===== src/rtl/vga_sync_monitor_if.sv =====
// VGA pixel-bus bundle: pixel strobe, sync pins and 4:4:4 colour, as seen on the connector.
interface vga_sync_monitor_if;
  logic       pix_en;
  logic       vga_hs;
  logic       vga_vs;
  logic [3:0] vga_r;
  logic [3:0] vga_g;
  logic [3:0] vga_b;

  modport master (output pix_en, vga_hs, vga_vs, vga_r, vga_g, vga_b);
  modport slave  (input  pix_en, vga_hs, vga_vs, vga_r, vga_g, vga_b);
endinterface


===== src/rtl/vga_sync_monitor.sv =====
// Receive-side VGA timing checker: measures line/frame geometry, tracks lock,
// counts locked frames and captures the colour at a programmable probe pixel.
module vga_sync_monitor #(
  parameter int unsigned H_TOTAL     = 800,
  parameter int unsigned H_SYNC      = 96,
  parameter int unsigned H_BP        = 48,
  parameter int unsigned H_ACTIVE    = 640,
  parameter int unsigned V_TOTAL     = 525,
  parameter int unsigned V_SYNC      = 2,
  parameter int unsigned V_BP        = 33,
  parameter int unsigned V_ACTIVE    = 480,
  parameter bit          SYNC_POL    = 1'b0,
  parameter int unsigned LOCK_FRAMES = 2
) (
  input  logic               clk,
  input  logic               rst,
  vga_sync_monitor_if.slave  vga,
  input  logic [9:0]         probe_x,
  input  logic [9:0]         probe_y,
  output logic               locked,
  output logic               h_err,
  output logic               v_err,
  output logic [15:0]        frame_cnt,
  output logic [11:0]        line_len,
  output logic [11:0]        probe_rgb,
  output logic               probe_valid
);

  localparam logic [11:0] H_TOT  = 12'(H_TOTAL);
  localparam logic [11:0] TO_LIM = 12'(2 * H_TOTAL);
  localparam logic [11:0] HS_W   = 12'(H_SYNC);
  localparam logic [11:0] AX_OFF = 12'(H_SYNC + H_BP);
  localparam logic [11:0] H_ACT  = 12'(H_ACTIVE);
  localparam logic [11:0] V_TOT  = 12'(V_TOTAL);
  localparam logic [11:0] VS_W   = 12'(V_SYNC);
  localparam logic [11:0] AY_OFF = 12'(V_SYNC + V_BP);
  localparam logic [11:0] V_ACT  = 12'(V_ACTIVE);
  localparam logic [7:0]  LOCK_N = 8'(LOCK_FRAMES);

  typedef enum logic [1:0] {ST_SEARCH, ST_TRACK, ST_LOCKED} state_e;

  state_e      state_q, state_d;
  logic [7:0]  clean_q, clean_d;
  logic        dirty_q, dirty_d;
  logic        hs_prev_q, hs_prev_d;
  logic        vs_line_q, vs_line_d;
  logic        h_seen_q, h_seen_d;
  logic        hs_wv_q, hs_wv_d;
  logic        vs_wv_q, vs_wv_d;
  logic        armed_q, armed_d;
  logic [11:0] h_cnt_q, h_cnt_d;
  logic [11:0] v_cnt_q, v_cnt_d;
  logic [11:0] hs_w_q, hs_w_d;
  logic [11:0] vs_w_q, vs_w_d;
  logic [9:0]  px_q, px_d;
  logic [9:0]  py_q, py_d;
  logic [11:0] line_len_q, line_len_d;
  logic [11:0] probe_rgb_q, probe_rgb_d;
  logic        probe_valid_q, probe_valid_d;
  logic        h_err_q, h_err_d;
  logic        v_err_q, v_err_d;
  logic [15:0] frame_cnt_q, frame_cnt_d;

  logic        hs_act, vs_act;
  logic        fs, h_det, v_det, tmo, err;
  logic [11:0] ax, ay;

  assign hs_act = (vga.vga_hs == SYNC_POL);
  assign vs_act = (vga.vga_vs == SYNC_POL);

  // Datapath: counters, width checks, probe capture; all gated by the pixel strobe.
  always_comb begin
    hs_prev_d     = hs_prev_q;
    vs_line_d     = vs_line_q;
    h_seen_d      = h_seen_q;
    hs_wv_d       = hs_wv_q;
    vs_wv_d       = vs_wv_q;
    armed_d       = armed_q;
    h_cnt_d       = h_cnt_q;
    v_cnt_d       = v_cnt_q;
    hs_w_d        = hs_w_q;
    vs_w_d        = vs_w_q;
    px_d          = px_q;
    py_d          = py_q;
    line_len_d    = line_len_q;
    probe_rgb_d   = probe_rgb_q;
    probe_valid_d = 1'b0;
    fs            = 1'b0;
    h_det         = 1'b0;
    v_det         = 1'b0;
    tmo           = 1'b0;
    ax            = '0;
    ay            = '0;
    if (vga.pix_en) begin
      hs_prev_d = hs_act;
      if (hs_act && !hs_prev_q) begin
        h_cnt_d  = '0;
        h_seen_d = 1'b1;
        hs_w_d   = 12'd1;
        hs_wv_d  = 1'b1;
        // The very first line after reset/power-up has unknown start, so it is not length-checked.
        if (h_seen_q) begin
          line_len_d = h_cnt_q + 12'd1;
          if (h_cnt_q + 12'd1 != H_TOT) h_det = 1'b1;
        end
        vs_line_d = vs_act;
        if (vs_act && !vs_line_q) begin
          fs      = 1'b1;
          if (state_q != ST_SEARCH && v_cnt_q + 12'd1 != V_TOT) v_det = 1'b1;
          v_cnt_d = '0;
          vs_w_d  = 12'd1;
          vs_wv_d = 1'b1;
          px_d    = probe_x;
          py_d    = probe_y;
          armed_d = 1'b1;
        end else begin
          if (v_cnt_q != '1) v_cnt_d = v_cnt_q + 12'd1;
          if (vs_act) begin
            if (vs_w_q != '1) vs_w_d = vs_w_q + 12'd1;
          end else if (vs_line_q && vs_wv_q) begin
            if (vs_w_q != VS_W) v_det = 1'b1;
            vs_wv_d = 1'b0;
          end
        end
      end else begin
        if (h_cnt_q < TO_LIM) begin
          h_cnt_d = h_cnt_q + 12'd1;
          if (h_cnt_q + 12'd1 == TO_LIM) tmo = 1'b1;
        end
        if (hs_act) begin
          if (hs_w_q != '1) hs_w_d = hs_w_q + 12'd1;
        end else if (hs_prev_q && hs_wv_q) begin
          if (hs_w_q != HS_W) h_det = 1'b1;
          hs_wv_d = 1'b0;
        end
      end
      ax = h_cnt_d - AX_OFF;
      ay = v_cnt_d - AY_OFF;
      if (armed_d && ax < H_ACT && ay < V_ACT &&
          ax == {2'b00, px_d} && ay == {2'b00, py_d}) begin
        probe_rgb_d   = {vga.vga_r, vga.vga_g, vga.vga_b};
        probe_valid_d = 1'b1;
      end
    end
  end

  assign err     = h_det | v_det | tmo;
  assign h_err_d = h_err_q | h_det | tmo;
  assign v_err_d = v_err_q | v_det;

  // Lock FSM: an error on the frame-start sample itself marks the closing frame dirty.
  always_comb begin
    state_d     = state_q;
    clean_d     = clean_q;
    dirty_d     = dirty_q | err;
    frame_cnt_d = frame_cnt_q;
    unique case (state_q)
      ST_SEARCH: begin
        if (fs) begin
          state_d = ST_TRACK;
          clean_d = '0;
          dirty_d = 1'b0;
        end
      end
      ST_TRACK: begin
        if (tmo) begin
          state_d = ST_SEARCH;
        end else if (fs) begin
          dirty_d = 1'b0;
          if (!dirty_q && !err) begin
            clean_d = clean_q + 8'd1;
            if (clean_q + 8'd1 >= LOCK_N) begin
              state_d     = ST_LOCKED;
              frame_cnt_d = frame_cnt_q + 16'd1;
            end
          end else begin
            clean_d = '0;
          end
        end
      end
      ST_LOCKED: begin
        if (err) begin
          state_d = ST_SEARCH;
        end else if (fs) begin
          frame_cnt_d = frame_cnt_q + 16'd1;
        end
      end
      default: state_d = ST_SEARCH;
    endcase
  end

  // Sync history resets to "asserted" so an edge is only seen after a real deasserted sample.
  always_ff @(posedge clk) begin
    if (rst) begin
      state_q       <= ST_SEARCH;
      clean_q       <= '0;
      dirty_q       <= 1'b0;
      hs_prev_q     <= 1'b1;
      vs_line_q     <= 1'b1;
      h_seen_q      <= 1'b0;
      hs_wv_q       <= 1'b0;
      vs_wv_q       <= 1'b0;
      armed_q       <= 1'b0;
      h_cnt_q       <= '0;
      v_cnt_q       <= '0;
      hs_w_q        <= '0;
      vs_w_q        <= '0;
      px_q          <= '0;
      py_q          <= '0;
      line_len_q    <= '0;
      probe_rgb_q   <= '0;
      probe_valid_q <= 1'b0;
      h_err_q       <= 1'b0;
      v_err_q       <= 1'b0;
      frame_cnt_q   <= '0;
    end else begin
      state_q       <= state_d;
      clean_q       <= clean_d;
      dirty_q       <= dirty_d;
      hs_prev_q     <= hs_prev_d;
      vs_line_q     <= vs_line_d;
      h_seen_q      <= h_seen_d;
      hs_wv_q       <= hs_wv_d;
      vs_wv_q       <= vs_wv_d;
      armed_q       <= armed_d;
      h_cnt_q       <= h_cnt_d;
      v_cnt_q       <= v_cnt_d;
      hs_w_q        <= hs_w_d;
      vs_w_q        <= vs_w_d;
      px_q          <= px_d;
      py_q          <= py_d;
      line_len_q    <= line_len_d;
      probe_rgb_q   <= probe_rgb_d;
      probe_valid_q <= probe_valid_d;
      h_err_q       <= h_err_d;
      v_err_q       <= v_err_d;
      frame_cnt_q   <= frame_cnt_d;
    end
  end

  assign locked      = (state_q == ST_LOCKED);
  assign h_err       = h_err_q;
  assign v_err       = v_err_q;
  assign frame_cnt   = frame_cnt_q;
  assign line_len    = line_len_q;
  assign probe_rgb   = probe_rgb_q;
  assign probe_valid = probe_valid_q;

endmodule

===== src/flat_wrapper.sv =====
// flat-port wrapper written by rule: the top's interface ports become plain ports
module vga_sync_monitor_flat 
#(
  parameter int unsigned H_TOTAL     = 800,
  parameter int unsigned H_SYNC      = 96,
  parameter int unsigned H_BP        = 48,
  parameter int unsigned H_ACTIVE    = 640,
  parameter int unsigned V_TOTAL     = 525,
  parameter int unsigned V_SYNC      = 2,
  parameter int unsigned V_BP        = 33,
  parameter int unsigned V_ACTIVE    = 480,
  parameter bit          SYNC_POL    = 1'b0,
  parameter int unsigned LOCK_FRAMES = 2
)
  (clk, rst, probe_x, probe_y, locked, h_err, v_err, frame_cnt, line_len, probe_rgb, probe_valid, vga_pix_en, vga_vga_hs, vga_vga_vs, vga_vga_r, vga_vga_g, vga_vga_b);
  vga_sync_monitor_if vga_i ();
  input  logic clk;
  input  logic rst;
  input  logic [9:0] probe_x;
  input  logic [9:0] probe_y;
  output logic locked;
  output logic h_err;
  output logic v_err;
  output logic [15:0] frame_cnt;
  output logic [11:0] line_len;
  output logic [11:0] probe_rgb;
  output logic probe_valid;
  input wire logic [$bits(vga_i.pix_en)-1:0] vga_pix_en;
  input wire logic [$bits(vga_i.vga_hs)-1:0] vga_vga_hs;
  input wire logic [$bits(vga_i.vga_vs)-1:0] vga_vga_vs;
  input wire logic [$bits(vga_i.vga_r)-1:0] vga_vga_r;
  input wire logic [$bits(vga_i.vga_g)-1:0] vga_vga_g;
  input wire logic [$bits(vga_i.vga_b)-1:0] vga_vga_b;
  assign vga_i.pix_en = vga_pix_en;
  assign vga_i.vga_hs = vga_vga_hs;
  assign vga_i.vga_vs = vga_vga_vs;
  assign vga_i.vga_r = vga_vga_r;
  assign vga_i.vga_g = vga_vga_g;
  assign vga_i.vga_b = vga_vga_b;
  vga_sync_monitor #(.H_TOTAL(H_TOTAL), .H_SYNC(H_SYNC), .H_BP(H_BP), .H_ACTIVE(H_ACTIVE), .V_TOTAL(V_TOTAL), .V_SYNC(V_SYNC), .V_BP(V_BP), .V_ACTIVE(V_ACTIVE), .SYNC_POL(SYNC_POL), .LOCK_FRAMES(LOCK_FRAMES)) u_core (.clk(clk), .rst(rst), .vga(vga_i), .probe_x(probe_x), .probe_y(probe_y), .locked(locked), .h_err(h_err), .v_err(v_err), .frame_cnt(frame_cnt), .line_len(line_len), .probe_rgb(probe_rgb), .probe_valid(probe_valid));
endmodule

===== config.mk =====
export PLATFORM = sky130hd
export DESIGN_NAME = vga_sync_monitor_flat
export DESIGN_NICKNAME = d
export VERILOG_FILES = /design/src/rtl/vga_sync_monitor_if.sv /design/src/rtl/vga_sync_monitor.sv /design/src/flat_wrapper.sv
export SDC_FILE = /design/constraint.sdc
export NUM_CORES = 1
export LEC_CHECK = 0
export ABC_CLOCK_PERIOD_IN_PS = 6110
export BUFFER_PORTS_ARGS = -buffer_cell sky130_fd_sc_hd__buf_2
export CORE_ASPECT_RATIO = 0.6
export CORE_MARGIN = 3
export CORE_UTILIZATION = 55
export CTS_CLUSTER_SIZE = 16
export DETAILED_ROUTE_END_ITERATION = 10
export PLACE_DENSITY_LB_ADDON = 0.2
export SKIP_CTS_REPAIR_TIMING = 1
export SLEW_MARGIN = 0
export SYNTH_ARGS = -nofsm -noshare
export SYNTH_HDL_FRONTEND = slang
export SYNTH_SLANG_ARGS = --single-unit

===== constraint.sdc =====
create_clock -name clk -period 6.11 [get_ports clk]
set_input_delay 1.222 -clock clk [delete_from_list [all_inputs] [get_ports clk]]
set_output_delay 1.222 -clock clk [all_outputs]
set_load 0.02 [all_outputs]

---- Yosys cells after proc, flatten, opt, wreduce, memory -nomap -nowiden ----
Index checks and enable logic that the tools add are counted.
operators by class
  $add $sub $neg .......................... 8
  order comparisons ....................... 4
  eq/ne operators ......................... 25
  multiplexer cells ....................... 72
  bitwise gates (word level) .............. 9
  reductions and logical operators ........ 35
operators with widths
  cell                                                                            number
  12-bit 2-to-1 mux                                                               13
  16-bit 2-to-1 mux                                                               6
  10-bit 2-to-1 mux                                                               6
  12-bit by 1-bit adder with 12-bit output, second input constant                 4
  12-bit != test, second input constant                                           3
  1-bit 2-to-1 mux                                                                33
  8-bit 2-to-1 mux                                                                4
  16-bit case mux with 2 select lines                                             1
  12-bit by 10-bit == test with 1-bit output                                      2
  12-bit by 10-bit != test with 1-bit output, second input constant               2
  2-bit nonzero test                                                              9
  16-bit by 1-bit adder with 16-bit output, second input constant                 1
  2-bit by 1-bit != test with 1-bit output, second input constant                 8
  8-bit case mux with 2 select lines                                              1
  12-bit by 11-bit == test with 1-bit output, second input constant               1
  12-bit by 10-bit less-than comparator with 1-bit output, second input constant  1
  12-bit by 11-bit less-than comparator with 1-bit output, second input constant  1
  12-bit by 9-bit less-than comparator with 1-bit output, second input constant   1
  2-bit 2-to-1 mux                                                                6
  12-bit by 2-bit != test with 1-bit output, second input constant                1
  12-bit by 7-bit != test with 1-bit output, second input constant                1
  4-bit AND reduction                                                             3
  12-bit by 6-bit subtractor with 12-bit output, second input constant            1
  12-bit by 8-bit subtractor with 12-bit output, second input constant            1
  18 further kinds                                                                43
word-level totals
  register bits ........................... 128
  bits of input ports ..................... 37
  output and inout port bits .............. 44
  word-level logic and storage cells ...... 174

---- Longest topological paths before layout ----
Gate-level depths: netlist (run 1).
  depth after elaboration ................. 15
  depth in mapped cells ................... 17
  depth with buffers taken out ............ 14

---- Least setup slack after synthesis (run 1) ----
Ideal clock, no wire load.
  kind .................................... input to register
  start point ............................. input vga_vga_hs
  end point ............................... register u_core.probe_rgb_q[10], in the netlist u_core.probe_rgb[10]
  setup time .............................. 0.072 ns
  arrival ................................. 4.226 ns
  data required time ...................... 6.038 ns
  setup slack ............................. 1.812 ns
  stages .................................. 17
  buffers on the path ..................... 5
  path through ............................ buf_2 or2_1 buf_6 clkbuf_1 buf_2 a21oi_1 o21ai_0 ha_1 inv_1 o2111a_1 nor4b_1 mux2i_1 a221oi_1 nand4b_1 nor4_4 buf_6 mux2i_1
on the way
  word-level cells in the longest chain between the ends .. 11
  elaborated cells between the ends (all ways) .. 23
  those cells by class .................... 2 x add/sub; 2 x order compare; 2 x eq/ne; 10 x mux; 1 x bitwise; 6 x reduce/logical
ends and longest elaborated chain
  what                                                     RTL line                 RTL
  from (decl)                                              flat_wrapper.sv:29       input wire logic [$bits(vga_i.vga_hs)-1:0] vga_vga_hs;
  1-bit inverter *                                         vga_sync_monitor.sv:68   assign hs_act = (vga.vga_hs == SYNC_POL);
  1-bit logical AND *                                      vga_sync_monitor.sv:96   if (hs_act && !hs_prev_q) begin
  12-bit 2-to-1 mux                                        vga_sync_monitor.sv:96
  12-bit 2-to-1 mux                                        vga_sync_monitor.sv:94   if (vga.pix_en) begin
  12-bit by 8-bit subtractor with 12-bit output            vga_sync_monitor.sv:137  ax = h_cnt_d - AX_OFF;
  12-bit by 10-bit less-than comparator with 1-bit output  vga_sync_monitor.sv:139  if (armed_d && ax < H_ACT && ay < V_ACT &&
  1-bit logical AND (3 in series)                          vga_sync_monitor.sv:139
  1-bit logical AND *                                      vga_sync_monitor.sv:140  ax == {2'b00, px_d} && ay == {2'b00, py_d}) begin
  2-bit AND reduction (no source line) *                   n/a
  to (signal assigned)                                     vga_sync_monitor.sv:233  probe_rgb_q <= probe_rgb_d;
  to (decl)                                                vga_sync_monitor.sv:58   logic [11:0] probe_rgb_q, probe_rgb_d;
Every way passes the cells marked *; elsewhere a longest branch is shown, timed or not. The select of a mux whose other input is x is not followed.
A chain may end at the register's enable or synchronous reset.

---- Worst setup path in the final report (run 1) ----
  start point ............................. register u_core.v_cnt_q[0]
  end point ............................... register u_core.frame_cnt_q[8], in the netlist u_core.frame_cnt[8]
on the way
  word-level cells in the longest chain between the ends .. 13
  elaborated cells between the ends (all ways) .. 14
  those cells by class .................... 1 x add/sub; 3 x eq/ne; 4 x mux; 2 x bitwise; 4 x reduce/logical
ends and longest elaborated chain
  what                                                       RTL line                 RTL
  from (decl)                                                vga_sync_monitor.sv:52   logic [11:0] v_cnt_q, v_cnt_d;
  from (signal assigned)                                     vga_sync_monitor.sv:227  v_cnt_q <= v_cnt_d;
  12-bit by 1-bit adder with 12-bit output *                 vga_sync_monitor.sv:109  if (state_q != ST_SEARCH && v_cnt_q + 12'd1 != V_TOT) v_det = 1'b1;
  12-bit by 10-bit != test with 1-bit output *               vga_sync_monitor.sv:109
  1-bit logical AND *                                        vga_sync_monitor.sv:109
  1-bit 2-to-1 mux *                                         vga_sync_monitor.sv:109
  1-bit 2-to-1 mux *                                         vga_sync_monitor.sv:107  if (vs_act && !vs_line_q) begin
  1-bit 2-to-1 mux *                                         vga_sync_monitor.sv:96
  1-bit 2-to-1 mux *                                         vga_sync_monitor.sv:94
  1-bit OR * (2 in series)                                   vga_sync_monitor.sv:147  assign err = h_det | v_det | tmo;
  1-bit zero test                                            vga_sync_monitor.sv:170  if (!dirty_q && !err) begin
  1-bit logical AND                                          vga_sync_monitor.sv:170
  2-bit by 1-bit != test with 1-bit output (no source line)  n/a
  7-bit AND reduction (no source line) *                     n/a
  to (signal assigned)                                       vga_sync_monitor.sv:237  frame_cnt_q <= frame_cnt_d;
  to (decl)                                                  vga_sync_monitor.sv:62   logic [15:0] frame_cnt_q, frame_cnt_d;
Every way passes the cells marked *; elsewhere a longest branch is shown, timed or not.

==> flow_summary_export.csv, run 1 <==
group,metric,value,unit
worst_setup_path,cp.required,6.44,ns
drt,firstDrtPassIters,9,
outcome,status,"complete, no violations",
grt,gr-usage-all-layers,0.2723,
clocking,cts_buffers,17,
finish,syn_to_final_growth,12.40,%
clocking,cts_tree,"built",
worst_setup_path,cp-end-kind,"flop",
pwr,powerDensity,217.6,mW/mm²
finish,final_cell_count_no_fill,1309,
timing,grt_setup_unrepaired,"false",
drt,viasPerCell,6.233,
synthesis,synth_mux_area_frac,0.07412,
hold_path,holdPathStages,2,
synthesis,yosys.area_share.simple,0.3199,
drt,drt_wl_total,23770,µm
timing,slew_violations,0,
pwr,peakVddDrop,181.7,µV
worst_setup_path,slowest_stage,"a2111oi_0",
synthesis,syn_avg_cell_area,8.010,µm²
timing,fin_ws,1.434,ns
synthesis,synth_edf_count,0,
synthesis,netlist_area,0.008474,mm²
finish,antenna_cells,0,
worst_setup_path,path_depth,10,
finish,final_net_count,1148,
worst_setup_path,worstSetupPathType,"reg -> reg",
worst_setup_path,worstReg2RegEnd,"u_core.frame_cnt[8]$_SDFFE_PP0P_",
timing,finClkSkew,0.01542,ns
synthesis,synthCells,1058,
die,die-area,0.01698,mm²
synthesis,synthArstFlopShare,0,
placement,numPortBuffers,80,
timing,max_slew_margin,0.3079,
worst_setup_path,reg2reg_depth,10,
clocking,cts.root.buffer_cell,"clkbuf_16",
hold_path,hold_end,"u_core.px_q[5]$_SDFFE_PP0P_",
placement,dpl.cell_count,1278,
hold_path,hp-start,"u_core.px_q[5]$_SDFFE_PP0P_",
synthesis,synthFlopType,"dfxtp_1",
drt,drtAntennaViolNets,0,
synthesis,ys_seq_elements,128,
timing,fin_crit_sh,0.7653,
timing,hold_viol,0,
finish,drive_gt1_frac,0.1458,
clocking,clk_path_buf_depth,2,
drt,drt-initial-drc-count,843,
worst_setup_path,critPathLaunchType,"flop",
synthesis,synth_nets,1107,
die,die_h,102.2,µm
drt,num_vias,8159,
worst_setup_path,cp_slowest_stage_delay,0.84,ns
drt,wl_per_cell,18.16,µm
synthesis,yosysWarningCount,0,
worst_setup_path,cpLargestDelayFamily,"simple AND/OR/NAND/NOR gates",
die,io_pins,81,
grt,grt_pass1_vias,6915,
synthesis,synth_cell_type_count,93,
timing,tns,0,ns
worst_setup_path,crit_fanout,15,
die,std_cell_rows,34,
timing,setup-violations-final,0,
worst_setup_path,cp_cell_sequence,"ha_1 > and3_1 > and4_1 > o221ai_1 > a2111oi_0 > o21ai_1 > nor2b_1 > nand4_1 > or4_1 > a21oi_1",
synthesis,synth_compound_area_frac,0.1772,
run,cap_violations,0,
worst_setup_path,cp.arrival,5.01,ns
timing,tightest_slew,1.030,ns
die,core,0.01476,mm²
timing,fmax,213.9,MHz
synthesis,synth_top_family_by_area,"simple AND/OR/NAND/NOR gates",
worst_setup_path,worstReg2RegStart,"u_core.v_cnt_q[0]$_SDFFE_PP0P_",
grt,grt-ovfl-total,0,
synthesis,synthAdderAreaFrac,0.01772,
die,start_util,0.5741,
grt,grt_pass1_wl,37400,µm
pwr,leakage,3.547,nW
synthesis,ys_seq_area_frac,0.3024,
placement,preCtsSetupSlack,1.330,ns
clocking,clk_pin_slew_worst_paths,0.06,ns
timing,period_needed,4.676,ns
die,chipWidth,166.3,µm
grt,antenna_found_initial,0,
hold_path,hold_path_class,"reg -> reg",
finish,mostFrequentLayoutCells,"128 x dfxtp_1, 115 x nor2_1, 104 x nand2_1",
grt,grt_max_degree,88,
clocking,clock_latency,0.42,ns
worst_setup_path,reg2reg_slack,1.43,ns
placement,hpwl,17130,µm
drt,drc_errors,0,
placement,gp_congestion,0.9961,
clocking,clkSinkCount,128,
worst_setup_path,worst-path-buf-inv,0,
clocking,htreeDepth,4,
finish,final_common_cell,"dfxtp_1",
synthesis,synth_xor_area_frac,0.05788,
## power breakdown
group / switching [mW] / internal [mW]
Combinational: 0.0530 / 0.0317
Clock: 0.395 / 0.747
Sequential: 0.00782 / 0.838
## logic make-up after synthesis
family / count (synthesis)
compound gates: 214
xor+xnor: 56
fa+ha+maj: 12
buf+inv: 90
flops: 128
mux: 62
simple gates: 496
## worst reg2reg max path: cells and delay by family, from the launching register on
| family | cells | cell delay (ns) |
|---|---|---|
| DFF | 1 | 0.63 |
| adders and majority gates | 1 | 0.40 |
| AOI/OAI and AO/OA | 4 | 1.43 |
| and+or+nand+nor | 5 | 2.16 |
## area by class of cell
cell class	count	area [µm²]
clock buffers	19	452.9
fillers	1269	5236
clock inverters	12	207.7
flip-flops and latches	128	2562
repair buffers	92	493.0
well taps	198	247.7
inverters	20	75.07
multi-input cells	840	5487
## registers in the layout, summed over array words and instances, names as in the netlist
signal,cells
u_core.armed_q,1
u_core.probe_valid,1
u_core.hs_wv_q,1
u_core.py_q,10
u_core.clean_q,8
u_core.vs_w_q,12
u_core.h_seen_q,1
u_core.vs_wv_q,1
u_core.v_cnt_q,12
u_core.h_err,1
u_core.h_cnt_q,12
u_core.hs_w_q,12
u_core.probe_rgb,12
u_core.hs_prev_q,1
u_core.vs_line_q,1
u_core.frame_cnt,16
u_core.dirty_q,1
u_core.v_err,1
u_core.line_len,12
u_core.state_q,2
u_core.px_q,10
## metrics by stage
step / power (mW) / hold WS [ns] / util / cell area, µm²
finish: 2.073 / 0.4528 / 0.6453 / 9525
global route: 2.129 / 0.4704 / 0.6453 / 9525
CTS: 2.084 / 0.4544 / 0.6453 / 9525
detailed placement: 0.9468 / 0.4466 / 0.6005 / 8865
global placement: 0.9459 / 0.4305 / 0.6005 / 8865
floorplan: 0.9170 / 0.4323 / - / 8474
## worst max path at each step
stage,start,end,slack [ns]
finish,u_core.v_cnt_q[0]$_SDFFE_PP0P_,u_core.frame_cnt[8]$_SDFFE_PP0P_,1.43
CTS,u_core.v_cnt_q[0]$_SDFFE_PP0P_,u_core.clean_q[6]$_SDFFE_PP0P_,1.62
global placement,vga_vga_hs,u_core.probe_rgb[5]$_SDFFE_PP0P_,1.43
detailed placement,vga_vga_hs,u_core.probe_rgb[8]$_SDFFE_PP0P_,1.33
global route,u_core.v_cnt_q[0]$_SDFFE_PP0P_,u_core.probe_rgb[6]$_SDFFE_PP0P_,1.10
floorplan,vga_vga_hs,u_core.probe_rgb[10]$_SDFFE_PP0P_,1.81
## metal layers
metal | share of wire | GRT usage | vias up
met3 | 0.12 | 0.08620 | 29
met4 | 0.013 | 0.06274 | 0
met2 | 0.38 | 0.3573 | 373
met1 | 0.49 | 0.4240 | 3815
li1 | - | - | 3942
met5 | 0 | 0 | -
## cells in the mapped netlist, types with 24 or more instances
library cell,n,area (µm²)
xor2_1,31,271.5
dfxtp_1,128,2562
nand2_1,104,390.4
nand2b_1,40,250.2
nor2_1,117,439.2
o21ai_0,34,170.2
nand3_1,41,205.2
xnor2_1,25,219.0
mux2i_1,56,560.5
nor3_1,24,120.1
clkbuf_1,34,127.6
nand4_1,29,181.4
a21oi_1,58,290.3
Note: power is estimated with default switching activity, not from simulation.
==> inputs of run 2 (changes only) <==
- ABC_CLOCK_PERIOD_IN_PS: 6110 -> 4000
- clock period: 6.11 -> 4 ns (I/O delays scaled with it)
==> run 2 against run 1 <==
Effect of this change: combinational power up 85%; non-clock buffer count up 124; global-route usage up 3.7 points; clock skew up 0.0032 ns; clock-buffer cell count down 1; via count up 9.2%; sequential share of layout area down 2.5 points; total power up 48%; register-to-register slack worse by 1.4 ns; first-iteration DRC count up 40%; routed wire length up 14%; sequential power up 52%.
==> flow_summary_export.csv, run 2 (synthesized netlist as in run 1, its figures left out) <==
group,metric,value,unit
placement,place_area,0.009813,mm²
drt,drc_errors,0,
timing,period_needed,3.927,ns
worst_setup_path,critPathLaunchType,"flop",
die,start_util,0.5741,
grt,grt-ovfl-total,0,
timing,fmax,254.7,MHz
finish,mostFrequentLayoutCells,"134 x buf_4, 128 x dfxtp_1, 115 x nor2_1",
run,cap_violations,0,
grt,grt_max_degree,74,
placement,numPortBuffers,80,
timing,finClkSkew,0.01863,ns
worst_setup_path,crit_fanout,12,
pwr,peakVddDrop,283.1,µV
drt,firstDrtPassIters,5,
finish,final-seq-area,0.002562,mm²
pwr,power_frac_comb,0.051,
timing,max_slew_margin,0.2940,
placement,hpwl,20130,µm
drt,drt-initial-drc-count,1176,
timing,tightest_slew,1.052,ns
finish,fillers,1157,
finish,drive_gt1_frac,0.2379,
die,std_cell_rows,34,
finish,multiInputGateArea,0.005533,mm²
placement,gp_congestion,1.080,
worst_setup_path,worstSetupPathType,"reg -> reg",
clocking,clk_path_buf_depth,2,
timing,setup-violations-final,0,
die,io_pins,81,
pwr,leakage,4.175,nW
clocking,cts.root.buffer_cell,"clkbuf_16",
clocking,cts_buffers,17,
grt,gr-usage-all-layers,0.3091,
worst_setup_path,cp.arrival,4.26,ns
finish,stdcell_area,0.01049,mm²
clocking,clk_pin_slew_worst_paths,0.06,ns
pwr,p_clk_frac,0.529,
clocking,clkSinkCount,128,
finish,antenna_cells,0,
timing,hold_viol,0,
timing,slew_violations,0,
finish,syn_to_final_growth,23.74,%
worst_setup_path,cp.required,4.34,ns
pwr,p_total,3.069,mW
die,chipWidth,166.3,µm
worst_setup_path,cp-end-kind,"flop",
pwr,swShare,0.2503,
hold_path,hold_path_class,"reg -> reg",
clocking,htreeDepth,4,
finish,final_net_count,1272,
worst_setup_path,reg2reg_slack,0.07,ns
pwr,share_seq_of_total_power,0.420,
pwr,internal-power,2.301,mW
grt,antenna_found_initial,0,
drt,drtAntennaViolNets,0,
grt,grt_pass1_wl,42030,µm
pwr,powerDensity,292.6,mW/mm²
finish,final_common_cell,"buf_4",
drt,drt_wl_total,27110,µm
die,die-area,0.01698,mm²
clocking,clock_latency,0.43,ns
outcome,status,"complete, no violations",
drt,wl_per_cell,18.91,µm
timing,fin_crit_sh,0.9816,
clocking,cts_tree,"built",
finish,final_core_utilization,0.7104,
drt,viasPerCell,6.211,
finish,largest_reg_flops,16,
pwr,p_sw,0.7680,mW
die,core,0.01476,mm²
drt,num_vias,8907,
die,die_h,102.2,µm
grt,grt_pass1_vias,7598,
[run 2: cell type report]
class	count	area share
clock buffer	18	0.04188
clock inverter	14	0.01599
inverter	20	0.007159
multi-input combinational	840	0.5276
sequential	128	0.2444
tap	198	0.02362
timing repair buffer	216	0.1394
[run 2: through the flow]
step	setup TNS, ns	cells	setup slack [ns]	hold WS, ns
2_1_floorplan	0	1058	0.1241	0.4323
3_3_place_gp	-4.114	1401	-0.3448	0.4331
3_5_place_dp	-5.223	1401	-0.4688	0.4381
4_1_cts	-5.118	1433	-0.4531	0.4521
5_1_grt	-0.003015	1434	-0.003015	0.4773
6_report	0	1434	0.07343	0.4504
[run 2: path summary, 6_finish.rpt]
kind,start,end,cells past startpoint
worst max-delay path,u_core.v_cnt_q[1]$_SDFFE_PP0P_,u_core.probe_rgb[0]$_SDFFE_PP0P_,16
worst min-delay path,u_core.h_err$_SDFF_PP0_,u_core.h_err$_SDFF_PP0_,2
worst max register to register,u_core.v_cnt_q[1]$_SDFFE_PP0P_,u_core.probe_rgb[0]$_SDFFE_PP0P_,16
worst min register to register,u_core.h_err$_SDFF_PP0_,u_core.h_err$_SDFF_PP0_,2
[run 2: layer usage]
layer	track usage	vias to the layer above	part of all wire	wire length (µm)
met1	0.4851	4211	0.48	13130
met2	0.3901	467	0.38	10310
met5	0	-	0	0
met3	0.1125	35	0.12	3298
li1	-	4194	-	-
met4	0.07034	0	0.014	373
[run 2: critical path, cell delays in order, from the launching register on]
cell and delay (ns):
dfxtp_1 0.36, ha_1 0.27, nand3_2 0.15, buf_4 0.20, nor4_2 0.25, buf_4 0.18, a21oi_1 0.07, o21ai_1 0.19
ha_1 0.32, o2bb2ai_1 0.15, nor4_1 0.25, nand3_1 0.18, nor4_2 0.26, nand4_1 0.29, nor4_4 0.31, buf_12 0.20
mux2i_1 0.21
[run 2: power groups by stage]
stage	Combinational, mW	Clock, mW	Sequential (mW)
final	0.157	1.62	1.29
after global routing	0.168	1.69	1.29
after CTS	0.152	1.63	1.29
after detailed placement	0.151	0	1.32
after global placement	0.150	0	1.32
after floorplan	0.0876	0	1.31
